[src/rtl/fifo_stream_drain.sv]
// fifo_stream_drain: credit-limited FIFO reader feeding a 3-deep in-order skid buffer onto a valid/ready stream
module fifo_stream_drain #(
  parameter int FIFO_WIDTH = 16,
  parameter int CNT_W      = 16
) (
  input  logic                  clk,
  input  logic                  rst,
  input  logic                  en,
  input  logic                  fifo_empty,
  input  logic [FIFO_WIDTH-1:0] fifo_data_out,
  input  logic                  fifo_underflow,
  output logic                  rd_en,
  output logic                  m_valid,
  output logic [FIFO_WIDTH-1:0] m_data,
  input  logic                  m_ready,
  output logic [CNT_W-1:0]      rd_count,
  output logic [7:0]            uf_count
);
  logic [FIFO_WIDTH-1:0] sb [3];
  logic [FIFO_WIDTH-1:0] nb [3];
  logic [1:0] occ, occ_n, wr_idx;
  logic inflight, pop;
  assign m_valid = occ != 2'd0;
  assign m_data  = m_valid ? sb[0] : '0;
  assign pop     = m_valid & m_ready;
  // a read is only issued when the word it returns is guaranteed a free slot
  assign rd_en   = en & ~fifo_empty & (({1'b0, occ} + {2'b0, inflight}) <= 3'd2) & ~rst;
  assign wr_idx  = occ - {1'b0, pop};
  assign occ_n   = occ + {1'b0, inflight} - {1'b0, pop};
  assign nb[0]   = (inflight && wr_idx == 2'd0) ? fifo_data_out : pop ? sb[1] : sb[0];
  assign nb[1]   = (inflight && wr_idx == 2'd1) ? fifo_data_out : pop ? sb[2] : sb[1];
  assign nb[2]   = (inflight && wr_idx == 2'd2) ? fifo_data_out : sb[2];
  always_ff @(posedge clk or posedge rst) begin
    if (rst) begin
      occ      <= '0;
      inflight <= 1'b0;
      sb       <= '{default: '0};
      rd_count <= '0;
      uf_count <= '0;
    end else begin
      occ      <= occ_n;
      inflight <= rd_en;
      sb       <= nb;
      rd_count <= rd_count + CNT_W'(inflight);
      uf_count <= uf_count + 8'(fifo_underflow && uf_count != 8'hff);
    end
  end
endmodule
[config.mk]
export PLATFORM = sky130hd
export DESIGN_NAME = fifo_stream_drain
export DESIGN_NICKNAME = d
export VERILOG_FILES = /design/src/rtl/fifo_stream_drain.sv
export SDC_FILE = /design/constraint.sdc
export NUM_CORES = 1
export LEC_CHECK = 0
export CORE_ASPECT_RATIO = 0.9
export CORE_UTILIZATION = 46
export CTS_CLUSTER_DIAMETER = 100
export DETAILED_ROUTE_END_ITERATION = 12
export GPL_TIMING_DRIVEN = 0
export PLACE_DENSITY = 0.69
export SLEW_MARGIN = 20
export SYNTH_ARGS = -nofsm -noshare
export SYNTH_HDL_FRONTEND = slang
export SYNTH_SLANG_ARGS = --single-unit
export TNS_END_PERCENT = 50
[constraint.sdc]
create_clock -name clk -period 3.14 [get_ports clk]
set_input_delay 0.471 -clock clk [delete_from_list [all_inputs] [get_ports clk]]
set_output_delay 0.471 -clock clk [all_outputs]
set_load 0.005 [all_outputs]
== Yosys cells after proc, flatten, opt, wreduce, memory -nomap -nowiden ==
Cells that the tools add are included.
W data, S select, Z words.

* Bitwise logic cells: 6
* Eq/ne operators: 3
* Reductions and logical operators: 8
* $add $sub $neg: 6
* Muxes and demuxes: 5
* Magnitude comparators: 1

{| class="wikitable"
|+ Operator list
! cell !! number
|-
| $mux W16 || 5
|-
| $add A16 B1 Y16 || 1
|-
| $add A8 B1 Y8 || 1
|-
| $ne A8 B8 Y1 const B || 1
|-
| $reduce_bool A2 Y1 || 3
|-
| $and A1 B1 Y1 || 4
|-
| $logic_and A1 B1 Y1 || 4
|-
| $sub A2 B1 Y2 || 2
|-
| $add A2 B1 Y3 || 1
|-
| $le A3 B2 Y1 const B || 1
|-
| $add A2 B1 Y2 || 1
|-
| $eq A2 B1 Y1 const B || 1
|-
| $eq A2 B2 Y1 const B || 1
|-
| $logic_not A2 Y1 || 1
|-
| $not A1 Y1 || 2
|}

* Output and inout bits: 42
* Word-level logic and storage cells: 36
* Input bits: 22
* Bits in registers: 75

== Longest topological paths before layout ==
* Depth in word-level cells: 6
* Depth in mapped cells: 10
* Gate-level depth less buffers: 7

== Worst setup path before layout ==
OpenSTA, ideal clock, no wires.

* Path type: reg2reg
* From: reg occ[1]
* To: reg sb[0] in the netlist's numbering
* Path slack: 0.679 ns
* Period minus slack after synthesis: 2.461 ns
* Arrival: 2.333 ns
* Buffers on the path: 3
* Data required time: 3.013 ns
* Cell stages (with the launch flop): 10
* Cells stage by stage: dfrtp_1 o21ai_1 inv_1 buf_1 ha_1 xor2_2 nor2b_1 buf_4 buf_6 mux2_1

* Word-level cells in the longest chain between the ends: 5

{| class="wikitable"
|+ Ends and longest elaborated chain
! item !! line !! text
|-
| from (decl) || 21 || <nowiki>logic [1:0] occ, occ_n, wr_idx;</nowiki>
|-
| from (signal assigned) || 41 || <nowiki>occ <= occ_n;</nowiki>
|-
| $reduce_bool A2 Y1 || 23 || <nowiki>assign m_valid = occ != 2'd0;</nowiki>
|-
| $and A1 B1 Y1 || 25 || <nowiki>assign pop = m_valid & m_ready;</nowiki>
|-
| $sub A2 B1 Y2 (*) || 28 || <nowiki>assign wr_idx = occ - {1'b0, pop};</nowiki>
|-
| $eq A2 B2 Y1 (*) || 32 || <nowiki>assign nb[2] = (inflight && wr_idx == 2'd2) ? fifo_data_out : sb[2];</nowiki>
|-
| $logic_and A1 B1 Y1 (*) || 32 ||
|-
| to (signal assigned) || 43 || <nowiki>sb <= nb;</nowiki>
|-
| to (decl) || 19 || <nowiki>logic [FIFO_WIDTH-1:0] sb [3];</nowiki>
|}

Every way passes the cells marked *; elsewhere a longest branch is shown, timed or not.
A chain may end at the register's enable or synchronous reset.

== Final worst setup path ==
* From: in m_ready
* To: reg sb[10] in the netlist's numbering

* Word-level cells in the longest chain between the ends: 4

{| class="wikitable"
|+ Ends and longest elaborated chain
! item !! line !! text
|-
| from (decl) || 15 || <nowiki>input logic m_ready,</nowiki>
|-
| $and A1 B1 Y1 || 25 ||
|-
| $sub A2 B1 Y2 || 28 ||
|-
| $eq A2 B2 Y1 || 32 ||
|-
| $logic_and A1 B1 Y1 || 32 ||
|}

No other way between the ends.

==> impl_metrics.env <==
export IMPL_cts_tree="done"
export IMPL_final_common_cell="dfrtp_1"
export IMPL_ys_seq_area_share_pct=54.3
export IMPL_ir_drop_mv=0.347
export IMPL_final_hold_violation_count=0
export IMPL_hpwl_mm=5.29
export IMPL_final_antenna_net_count=0
export IMPL_cts_htree_levels=3
export IMPL_final_cell_mix="75 x dfrtp_1, 70 x nand2_1, 63 x clkdlybuf4s50_1"
export IMPL_synth_nets=374
export IMPL_cts_path_max_buffers=2
export IMPL_track_usage_pct=21.0
export IMPL_worst_pin_slew_ns=0.540
export IMPL_clkSinkCount=75
export IMPL_synth_cell_types=29
export IMPL_power_leakage_nw=1.97
export IMPL_diodes=0
export IMPL_dieWidth_microns=93.3
export IMPL_layout_worst_path_cycle_share_pct=93.6
export IMPL_reg2reg_to="sb[10]"
export IMPL_drc=0
export IMPL_async_flop_share_pct=100
export IMPL_min_path_type="in -> async"
export IMPL_synth_edf_count=0
export IMPL_yosys_area_top_type_share_pct=54.3
export IMPL_antenna_found_initial=0
export IMPL_drtPass1Iterations=4
export IMPL_power_density_nw_per_um2=832
export IMPL_drv_cap=0
export IMPL_cts_buffers=9
export IMPL_grt_pass1_vias=2591
export IMPL_drt_wl_total_mm=7.43
export IMPL_clk_latency_ns=0.35
export IMPL_endpoint="sb[10]"
export IMPL_ff2ff_path_depth=9
export IMPL_synth_ff_latch_count=75
export IMPL_wl_per_cell_microns=14.4
export IMPL_critPathRequiredTime_ns=3.36
export IMPL_nNetsFinal=449
export IMPL_dieArea_sq_um=7860
export IMPL_syn_inst=342
export IMPL_startpoint="m_ready"
export IMPL_syn_avg_cell_area_sq_um=10.1
export IMPL_cts_root_buf="clkbuf_8"
export IMPL_hold_buffers=0
export IMPL_path_max_fanout=11
export IMPL_syn_cell_area_sq_um=3450
export IMPL_yosys_top_cells_area="dfrtp_1 54%, nand2_1 7.6%, a31oi_1 5.8%, nor3_1 5.1%, ha_1 3.6%"
export IMPL_arrival_ns=3.15
export IMPL_fmax_ghz=0.340
export IMPL_slew_viol_final=0
export IMPL_dp_cells=499
export IMPL_ios=64
export IMPL_drt_iter0_drc=105
export IMPL_die_h_microns=84.2
export IMPL_cts_clk_slew_worst_paths_ns=0.08
export IMPL_grt_ovfl_total=0
export IMPL_fin_setup_tns_ns=0
export IMPL_status="finished clean"
export IMPL_ys_warnings_count=0
export IMPL_setup_viol=0
export IMPL_synthFlopType="dfrtp_1"
export IMPL_num_rows=29
export IMPL_globalplace_congestion=0.767
export IMPL_rsz0062_at_grt="false"
export IMPL_area_growth_pct=29.9
export IMPL_dr_total_vias=2711
export IMPL_final_cells=515
export IMPL_fin_crit_ns=2.94
export IMPL_avgViaCountPerCell=5.26
export IMPL_core_sq_um=7150
export IMPL_fin_skew_ns=0.0106
export IMPL_reg2reg_slack_ns=0.25
export IMPL_worstReg2RegStart="occ[1]"
export IMPL_yosysTopAreaCell="dfrtp_1"
export IMPL_crit_path_start_kind="input port"
export IMPL_fillers=623
export IMPL_grt_max_degree=56
export IMPL_path_class="in -> reg"
export IMPL_end_kind="register"
export IMPL_io_buffers=63
export IMPL_initial_core_util_pct=48.3
export IMPL_grt_pass1_wl_mm=12.7
export IMPL_drive_above_1_share_pct=8.06
export IMPL_relSlewSlack_pct=63.8
state kept, by name, indices dropped and copies added (netlist names):
signal	flops
sb	48
rd_count	16
uf_count	8
occ	2
inflight	1
metal layers:
metal / vias to the layer above / global-route usage (%) / part of all wire (%)
met5: - / 0 / 0
met4: 0 / 8.11 / 1.5
met3: 8 / 3.53 / 5.7
met2: 87 / 31.4 / 44
met1: 1282 / 30.6 / 49
li1: 1334 / - / -
per-stage QoR:
stage | hold WS, ns | util [%] | power [mW] | setup WS (ns) | instance area, sq um
after floorplan | 0.458 | - | 2.26 | 0.679 | 3450
after global placement | 0.456 | 58.8 | 2.79 | -0.434 | 4200
after detailed placement | 0.455 | 59.2 | 2.84 | -0.256 | 4230
after CTS | 0.455 | 62.7 | 3.75 | 0.0795 | 4480
after global routing | 0.466 | 62.7 | 4.00 | 0.0428 | 4480
final | 0.457 | 62.7 | 3.73 | 0.202 | 4480
what timing repair did:
action | CTS | global route
resized for setup | 0 | 1
setup endpoints to repair | 0 | 21
setup buffers | 0 | 0
logic make-up after synthesis:
family	after synthesis	synth area share, %
simple gates	154	20.8
flops	75	54.3
compound gates	35	6.30
buf+inv	29	3.62
xor+xnor	23	6.05
mux	16	5.22
fa+ha+maj	10	3.62
layout make-up:
type | instances | area [sq um] | area share, %
flip-flops and latches | 75 | 1880 | 41.9
multi-input cells | 238 | 1460 | 32.4
repair buffers | 64 | 658 | 14.7
clock buffers | 10 | 138 | 3.07
well taps | 93 | 116 | 2.59
clock inverters | 6 | 113 | 2.51
plain buffers | 19 | 87.6 | 1.95
inverters | 10 | 40.0 | 0.893
how the worst min path moves through the flow:
| stage | cells after the start | endpoint | start | slack [ns] |
|---|---|---|---|---|
| floorplan | 1 | sb[0] | sb[0] | 0.46 |
| global placement | 1 | rd_count[15] | rd_count[15] | 0.46 |
| detailed placement | 1 | rd_count[15] | rd_count[15] | 0.46 |
| CTS | 2 | inflight | rst | 0.46 |
| global route | 2 | inflight | rst | 0.47 |
| finish | 2 | rd_count[12] | rst | 0.46 |
synthesized netlist by cell type, drive strengths merged (7+ instances only):
master	number
nor2b	17
nand2	70
dfrtp	75
a31oi	32
nand4	7
nand3	8
mux2	16
xnor2	8
nor2	7
xor2	15
nor3	35
ha	10
inv	10
clkbuf	14
critical path, cell delays in order:
cell,delay [ns]
clkdlybuf4s50_1,0.47
o21ai_2,0.10
inv_1,0.16
buf_1,0.44
ha_1,0.30
xor2_2,0.32
nor2b_1,0.19
buf_4,0.19
buf_6,0.17
mux2_1,0.34
report_power, final:
part           switching, mW  internal [mW]  leakage, nW
Clock                  0.355          0.551        0.126
Combinational          0.620          0.653        0.873
Sequential             0.242           1.31        0.970
Total                   1.22           2.51         1.97
Power figures use the tool's default switching activity.
